===== config.mk =====
export PLATFORM = sky130hd
export DESIGN_NAME = alu_issue_queue
export DESIGN_NICKNAME = d
export VERILOG_FILES = /design/src/rtl/alu_pkg.sv /design/src/rtl/alu_iq_select.sv /design/src/rtl/alu_issue_queue.sv
export SDC_FILE = /design/constraint.sdc
export NUM_CORES = 1
export LEC_CHECK = 0
export BUFFER_PORTS_ARGS = -buffer_cell sky130_fd_sc_hd__buf_2
export CAP_MARGIN = 10
export CORE_MARGIN = 5
export CORE_UTILIZATION = 40
export CTS_BUF_LIST = sky130_fd_sc_hd__clkbuf_4 sky130_fd_sc_hd__clkbuf_8
export DETAILED_ROUTE_END_ITERATION = 12
export GPL_TIMING_DRIVEN = 0
export SLEW_MARGIN = 25
export SYNTH_ARGS = -nofsm -noshare
export SYNTH_HDL_FRONTEND = slang
export SYNTH_SLANG_ARGS = --single-unit

===== constraint.sdc =====
create_clock -name clk -period 33 [get_ports clk]
set_input_delay 1.65 -clock clk [delete_from_list [all_inputs] [get_ports clk]]
set_output_delay 1.65 -clock clk [all_outputs]
set_load 0.1 [all_outputs]

===== src/rtl/alu_pkg.sv =====
// Shared types for the integer ALU and its issue queue: opcode encoding,
// queue entry layout and the operand wakeup helper.
package alu_pkg;

    // Entry field widths; the queue's TAG_W/XLEN parameters must match these.
    localparam int IQ_TAG_W = 6;
    localparam int IQ_XLEN  = 32;

    typedef enum logic [3:0] {
        ALU_ADD  = 4'b0000,
        ALU_SLL  = 4'b0001,
        ALU_SLT  = 4'b0010,
        ALU_SLTU = 4'b0011,
        ALU_XOR  = 4'b0100,
        ALU_SRL  = 4'b0101,
        ALU_OR   = 4'b0110,
        ALU_AND  = 4'b0111,
        ALU_SUB  = 4'b1000,
        ALU_CTZ  = 4'b1001,
        ALU_CLZ  = 4'b1010,
        ALU_CPOP = 4'b1011,
        ALU_SRA  = 4'b1101
    } alu_op_e;

    typedef struct packed {
        logic                rdy;
        logic [IQ_TAG_W-1:0] tag;
        logic [IQ_XLEN-1:0]  val;
    } iq_src_t;

    typedef struct packed {
        logic                valid;
        alu_op_e             op;
        logic [IQ_TAG_W-1:0] dst_tag;
        iq_src_t             src1;
        iq_src_t             src2;
    } iq_entry_t;

    // Capture a broadcast value into a source that is still waiting on it.
    // Sources that are already ready ignore the broadcast.
    function automatic iq_src_t iq_wake(iq_src_t             s,
                                        logic                wb_valid,
                                        logic [IQ_TAG_W-1:0] wb_tag,
                                        logic [IQ_XLEN-1:0]  wb_data);
        iq_wake = s;
        if (!s.rdy && wb_valid && (s.tag == wb_tag)) begin
            iq_wake.rdy = 1'b1;
            iq_wake.val = wb_data;
        end
    endfunction

endpackage


===== src/rtl/alu_iq_select.sv =====
// Oldest-ready picker: grants the eligible entry with the smallest age.
// Ages of valid entries are unique, so at most one grant bit is set.
module alu_iq_select
    import alu_pkg::*;
#(
    parameter int DEPTH = 4,
    parameter int AGE_W = 2
) (
    input  logic [DEPTH-1:0]            elig_i,
    input  logic [DEPTH-1:0][AGE_W-1:0] age_i,
    output logic [DEPTH-1:0]            grant_o,
    output logic                        any_grant_o
);

    generate
        for (genvar gi = 0; gi < DEPTH; gi++) begin : g_pick
            logic older_found;

            // Grant this entry when it is eligible and no eligible entry is older.
            always_comb begin
                older_found = 1'b0;
                for (int j = 0; j < DEPTH; j++) begin
                    if ((j != gi) && elig_i[j] && (age_i[j] < age_i[gi])) begin
                        older_found = 1'b1;
                    end
                end
                grant_o[gi] = elig_i[gi] && !older_found;
            end
        end
    endgenerate

    assign any_grant_o = |elig_i;

endmodule


===== src/rtl/alu_issue_queue.sv =====
// Out-of-order issue queue feeding the combinational integer ALU. Ops wait
// until both sources are ready (woken by the writeback broadcast); each cycle
// the oldest ready op is issued and its ALU result registered toward writeback.
// Age is a relative rank: 0 is the oldest valid entry, and entries younger
// than an issued one shift down by one so dispatch order is preserved.
module alu_issue_queue
    import alu_pkg::*;
#(
    parameter int DEPTH = 4,
    parameter int TAG_W = IQ_TAG_W,
    parameter int XLEN  = IQ_XLEN
) (
    input  logic                       clk,
    input  logic                       rst,
    input  logic                       flush_i,
    input  logic                       disp_valid_i,
    output logic                       disp_ready_o,
    input  logic [3:0]                 disp_op_i,
    input  logic [TAG_W-1:0]           disp_dst_tag_i,
    input  logic                       disp_src1_rdy_i,
    input  logic                       disp_src2_rdy_i,
    input  logic [TAG_W-1:0]           disp_src1_tag_i,
    input  logic [TAG_W-1:0]           disp_src2_tag_i,
    input  logic [XLEN-1:0]            disp_src1_val_i,
    input  logic [XLEN-1:0]            disp_src2_val_i,
    input  logic                       wb_valid_i,
    input  logic [TAG_W-1:0]           wb_tag_i,
    input  logic [XLEN-1:0]            wb_data_i,
    output logic [3:0]                 alu_op_o,
    output logic [XLEN-1:0]            alu_a_o,
    output logic [XLEN-1:0]            alu_b_o,
    input  logic [XLEN-1:0]            alu_result_i,
    output logic                       res_valid_o,
    output logic [TAG_W-1:0]           res_tag_o,
    output logic [XLEN-1:0]            res_data_o,
    output logic [$clog2(DEPTH+1)-1:0] count_o
);

    localparam int AGE_W = $clog2(DEPTH);
    localparam int CNT_W = $clog2(DEPTH+1);

    iq_entry_t               ent_reg [DEPTH];
    logic [AGE_W-1:0]        age_reg [DEPTH];
    logic [CNT_W-1:0]        count_reg;
    logic                    res_valid_reg;
    logic [TAG_W-1:0]        res_tag_reg;
    logic [XLEN-1:0]         res_data_reg;

    logic [DEPTH-1:0]            elig;
    logic [DEPTH-1:0][AGE_W-1:0] age_vec;
    logic [DEPTH-1:0]            grant;
    logic                        issue;
    logic                        disp_fire;
    logic [3:0]                  iss_op;
    logic [XLEN-1:0]             iss_a;
    logic [XLEN-1:0]             iss_b;
    logic [TAG_W-1:0]            iss_tag;
    logic [AGE_W-1:0]            iss_age;
    logic [AGE_W-1:0]            alloc_idx;
    iq_entry_t                   new_ent;
    logic [AGE_W-1:0]            new_age;

    generate
        for (genvar gi = 0; gi < DEPTH; gi++) begin : g_elig
            assign elig[gi]    = ent_reg[gi].valid && ent_reg[gi].src1.rdy && ent_reg[gi].src2.rdy;
            assign age_vec[gi] = age_reg[gi];
        end
    endgenerate

    alu_iq_select #(
        .DEPTH (DEPTH),
        .AGE_W (AGE_W)
    ) u_select (
        .elig_i      (elig),
        .age_i       (age_vec),
        .grant_o     (grant),
        .any_grant_o (issue)
    );

    assign disp_ready_o = (count_reg < CNT_W'(DEPTH));
    assign disp_fire    = disp_valid_i && disp_ready_o;

    // One-hot mux of the granted entry; all zero when nothing is eligible.
    always_comb begin
        iss_op  = '0;
        iss_a   = '0;
        iss_b   = '0;
        iss_tag = '0;
        iss_age = '0;
        for (int i = 0; i < DEPTH; i++) begin
            if (grant[i]) begin
                iss_op  = iss_op  | ent_reg[i].op;
                iss_a   = iss_a   | ent_reg[i].src1.val;
                iss_b   = iss_b   | ent_reg[i].src2.val;
                iss_tag = iss_tag | ent_reg[i].dst_tag;
                iss_age = iss_age | age_reg[i];
            end
        end
    end

    // Lowest-index free slot, judged on registered state only.
    always_comb begin
        alloc_idx = '0;
        for (int i = DEPTH - 1; i >= 0; i--) begin
            if (!ent_reg[i].valid) begin
                alloc_idx = AGE_W'(i);
            end
        end
    end

    // Incoming op, with sources woken by a same-cycle broadcast. It becomes
    // the youngest entry after any concurrent issue has been removed.
    always_comb begin
        new_ent.valid    = 1'b1;
        new_ent.op       = alu_op_e'(disp_op_i);
        new_ent.dst_tag  = disp_dst_tag_i;
        new_ent.src1     = iq_wake('{rdy: disp_src1_rdy_i, tag: disp_src1_tag_i, val: disp_src1_val_i},
                                   wb_valid_i, wb_tag_i, wb_data_i);
        new_ent.src2     = iq_wake('{rdy: disp_src2_rdy_i, tag: disp_src2_tag_i, val: disp_src2_val_i},
                                   wb_valid_i, wb_tag_i, wb_data_i);
        new_age          = AGE_W'(count_reg - CNT_W'(issue));
    end

    // Entry state, occupancy and registered result; flush overrides everything.
    always_ff @(posedge clk or posedge rst) begin
        if (rst) begin
            for (int i = 0; i < DEPTH; i++) begin
                ent_reg[i] <= '0;
                age_reg[i] <= '0;
            end
            count_reg     <= '0;
            res_valid_reg <= 1'b0;
            res_tag_reg   <= '0;
            res_data_reg  <= '0;
        end else if (flush_i) begin
            for (int i = 0; i < DEPTH; i++) begin
                ent_reg[i].valid <= 1'b0;
            end
            count_reg     <= '0;
            res_valid_reg <= 1'b0;
        end else begin
            for (int i = 0; i < DEPTH; i++) begin
                if (disp_fire && (alloc_idx == AGE_W'(i))) begin
                    ent_reg[i] <= new_ent;
                    age_reg[i] <= new_age;
                end else if (issue && grant[i]) begin
                    ent_reg[i].valid <= 1'b0;
                end else if (ent_reg[i].valid) begin
                    ent_reg[i].src1 <= iq_wake(ent_reg[i].src1, wb_valid_i, wb_tag_i, wb_data_i);
                    ent_reg[i].src2 <= iq_wake(ent_reg[i].src2, wb_valid_i, wb_tag_i, wb_data_i);
                    if (issue && (age_reg[i] > iss_age)) begin
                        age_reg[i] <= age_reg[i] - AGE_W'(1);
                    end
                end
            end
            count_reg     <= count_reg + CNT_W'(disp_fire) - CNT_W'(issue);
            res_valid_reg <= issue;
            if (issue) begin
                res_tag_reg  <= iss_tag;
                res_data_reg <= alu_result_i;
            end
        end
    end

    assign alu_op_o    = iss_op;
    assign alu_a_o     = iss_a;
    assign alu_b_o     = iss_b;
    assign res_valid_o = res_valid_reg;
    assign res_tag_o   = res_tag_reg;
    assign res_data_o  = res_data_reg;
    assign count_o     = count_reg;

endmodule


==> metrics.txt <==
status completed; Clk pin slew, worst setup/hold paths 0.06 ns; I/O pin count 274; Total GRT Usage 25.6%; Critical Path, Cell by Cell inv_1, ha_1, nor2b_1, nor3_1, nor3_1, buf_2, buf_2, a22oi_1, nand2_1, buf_2; Die X 236 microns; largest net degree at the start of global routing 98; Clock Tree Buf Depth 3; post-cts hold buffer count 0; Hold Crit Class reg -> reg; DRC Markers 0; CTS sink cnt 406; synthesized area 20400 sq um; critical path peak fanout 10; DRT Pass-1 Iters 6; die area 55700 sq um; WL final 72.9 mm; critical path depth in cells 10; CTS tree built; DRT iter0 DRCs 1592; setup ws final 27.06 ns; Critical Path Start Type flip-flop; RePlAce Congestion 0.889; die height 236 microns; root buf cell clkbuf_8; Syn Inst Count 2119; post-CTS setup buffer count 0; P per Cell Area 83.9 nW/um^2; Synth area leader dfrtp_1; first-pass GRT wire length 112 mm; P_leak 12.5 nW; WS Path Type reg -> out; Ys Warns 0; worst path required time 31.35 ns; Hold Path Depth 2; CP max stage cell nor3_1; synth unique cells 63; share of the yosys chip area belonging to registers 49.7%; FFs w/ async S/R, synth 100%; Core Rows 82; max reg flops 356; core area 50400 sq um; Seq cells post-synth 406; layout cells sized above 1 22.8%; Mean Syn Cell Area 9.64 sq um; syn nets 2306; worst skew pair latency 0.66 ns; hpwl dp 52.5 mm; Syn-to-layout area delta 19.2%; clock network power share 25.4%; Worst slew margin 35.2%; Final Skew 0.0381 ns; ranking of synthesized cells by area dfrtp_1 (50%), mux2i_1 (7.8%), a21oi_1 (6.0%); most numerous cell in the Yosys netlist dfrtp_1; Worst path max stage delay 0.74 ns; Final setup viols 0; share of the synthesized area in the top cell type 49.7%; most frequent cells after synthesis dfrtp_1 (406), nand2_1 (290), a21oi_1 (243); I/O Buffers 267; Peak VDD IR 58.1 uV; most used cell, CP buf_2; Final Hold Violating Endpoints 0; grt total ovfl 0; switching power 0.880 mW; Worst R2R Path Depth 12; Via density 5.70; Final ANT Viol Nets 0; Nets 2654; ys flop type dfrtp_1; Buf+Inv Stages, Crit Path 4; max-slew violations 0; number of global-route vias before repair 18700; max-cap check violation count 0; sequential share of power 37.8%; routed via count 18200; Achievable Freq 0.168 GHz; crit-path leading delay family buffers and inverters; CTS buffer count 75; fin crit period 5.94 ns; Setup crit end kind output port; H-Tree Depth 3; Post-synth EDFFs 0; RSZ-0062 raised after global routing no; initial antenna violation count 14; setup tns final 0 ns; Sw Ratio 43.1%; combinational power share 36.8%; post_cts resized 0; WL/cell 22.8 microns; Data arrival, critical path 4.29 ns; Pint 1.16 mW; Worst-Margin Slew 0.961 ns; part of the cycle the worst path needs 18.0%; Initial Util 40.5%; pre-CTS setup slack 27.78 ns
==> logic make-up after synthesis <==
family                   share of synthesized area [%]
AO/OA/AOI/OAI                                     17.9
AND/OR/NAND/NOR                                   12.7
adder cells (fa/ha/maj)                           1.51
flip-flops                                        49.7
multiplexers                                      10.8
XOR/XNOR                                          2.70
buffers and inverters                             4.72
==> worst paths after layout <==
path | startpoint | endpoint | slack [ns]
worst min register to register | res_data_o[30] | res_data_o[30] | 0.47
worst max-delay path | age_reg[7] | alu_b_o[29] | 27.06
worst min-delay path | res_data_o[30] | res_data_o[30] | 0.47
max in group asynchronous | rst | ent_reg[111] | 30.64
min in group asynchronous | rst | res_data_o[17] | 1.10
worst max register to register | age_reg[7] | age_reg[6] | 28.54
==> metal layers <==
metal  wire, microns  up-vias  global-route usage (%)
li1                -     8215                       -
met1           30600     9068                    34.1
met2           33000      765                    39.7
met3            6380      165                    6.67
met4            2780       14                    10.7
met5              88        -                       0
==> per-stage QoR <==
step / instance area [sq um] / hold WS [ns] / cells / power, mW / utilization [%]
after global routing: 24300 / 0.491 / 3198 / 2.15 / 48.3
after CTS: 24300 / 0.471 / 3193 / 2.05 / 48.3
after global placement: 22600 / 0.455 / 3058 / 1.51 / 44.9
final: 24400 / 0.466 / 3200 / 2.04 / 48.3
after detailed placement: 22700 / 0.457 / 3062 / 1.53 / 45.1
after floorplan: 20400 / 0.446 / 2119 / 1.36 / -
==> power groups by stage <==
stage / registers [mW] / logic [mW] / clock network (mW)
final: 0.772 / 0.752 / 0.519
after global routing: 0.791 / 0.807 / 0.550
after CTS: 0.770 / 0.754 / 0.528
after detailed placement: 0.777 / 0.752 / 0
after global placement: 0.772 / 0.735 / 0
after floorplan: 0.936 / 0.423 / 0
==> placed cells by master, fill, tap and decap left out, types with 47 or more instances in the layout <==
master	synthesis	routed
dfrtp_1	406	406
buf_2	77	344
nand2_1	290	290
a21oi_1	243	243
nor2_1	221	221
mux2i_1	160	160
a22oi_1	144	144
clkbuf_8	0	97
o22ai_1	62	62
mux2_2	54	54
clkbuf_1	52	52
nand3_1	47	47
inv_1	48	47
==> worst reg2reg max path, delay by kind of cell (launching register included) <==
family,cells,cell delay [ns]
flops,1,0.46
simple gates,3,0.89
buf+inv,2,0.49
fa+ha+maj,2,0.69
compound gates,5,1.83
==> layout make-up <==
type	instances	area, sq um
Antenna cell	7	17.5
Tap cell	672	841
Fill cell	4769	26000
Clock inverter	10	90.1
Buffer	158	781
Inverter	49	191
Sequential cell	406	10200
Clock buffer	121	1520
Multi-Input combinational cell	1506	9310
Timing Repair Buffer	271	1450
(Power assumes the default switching activity.)
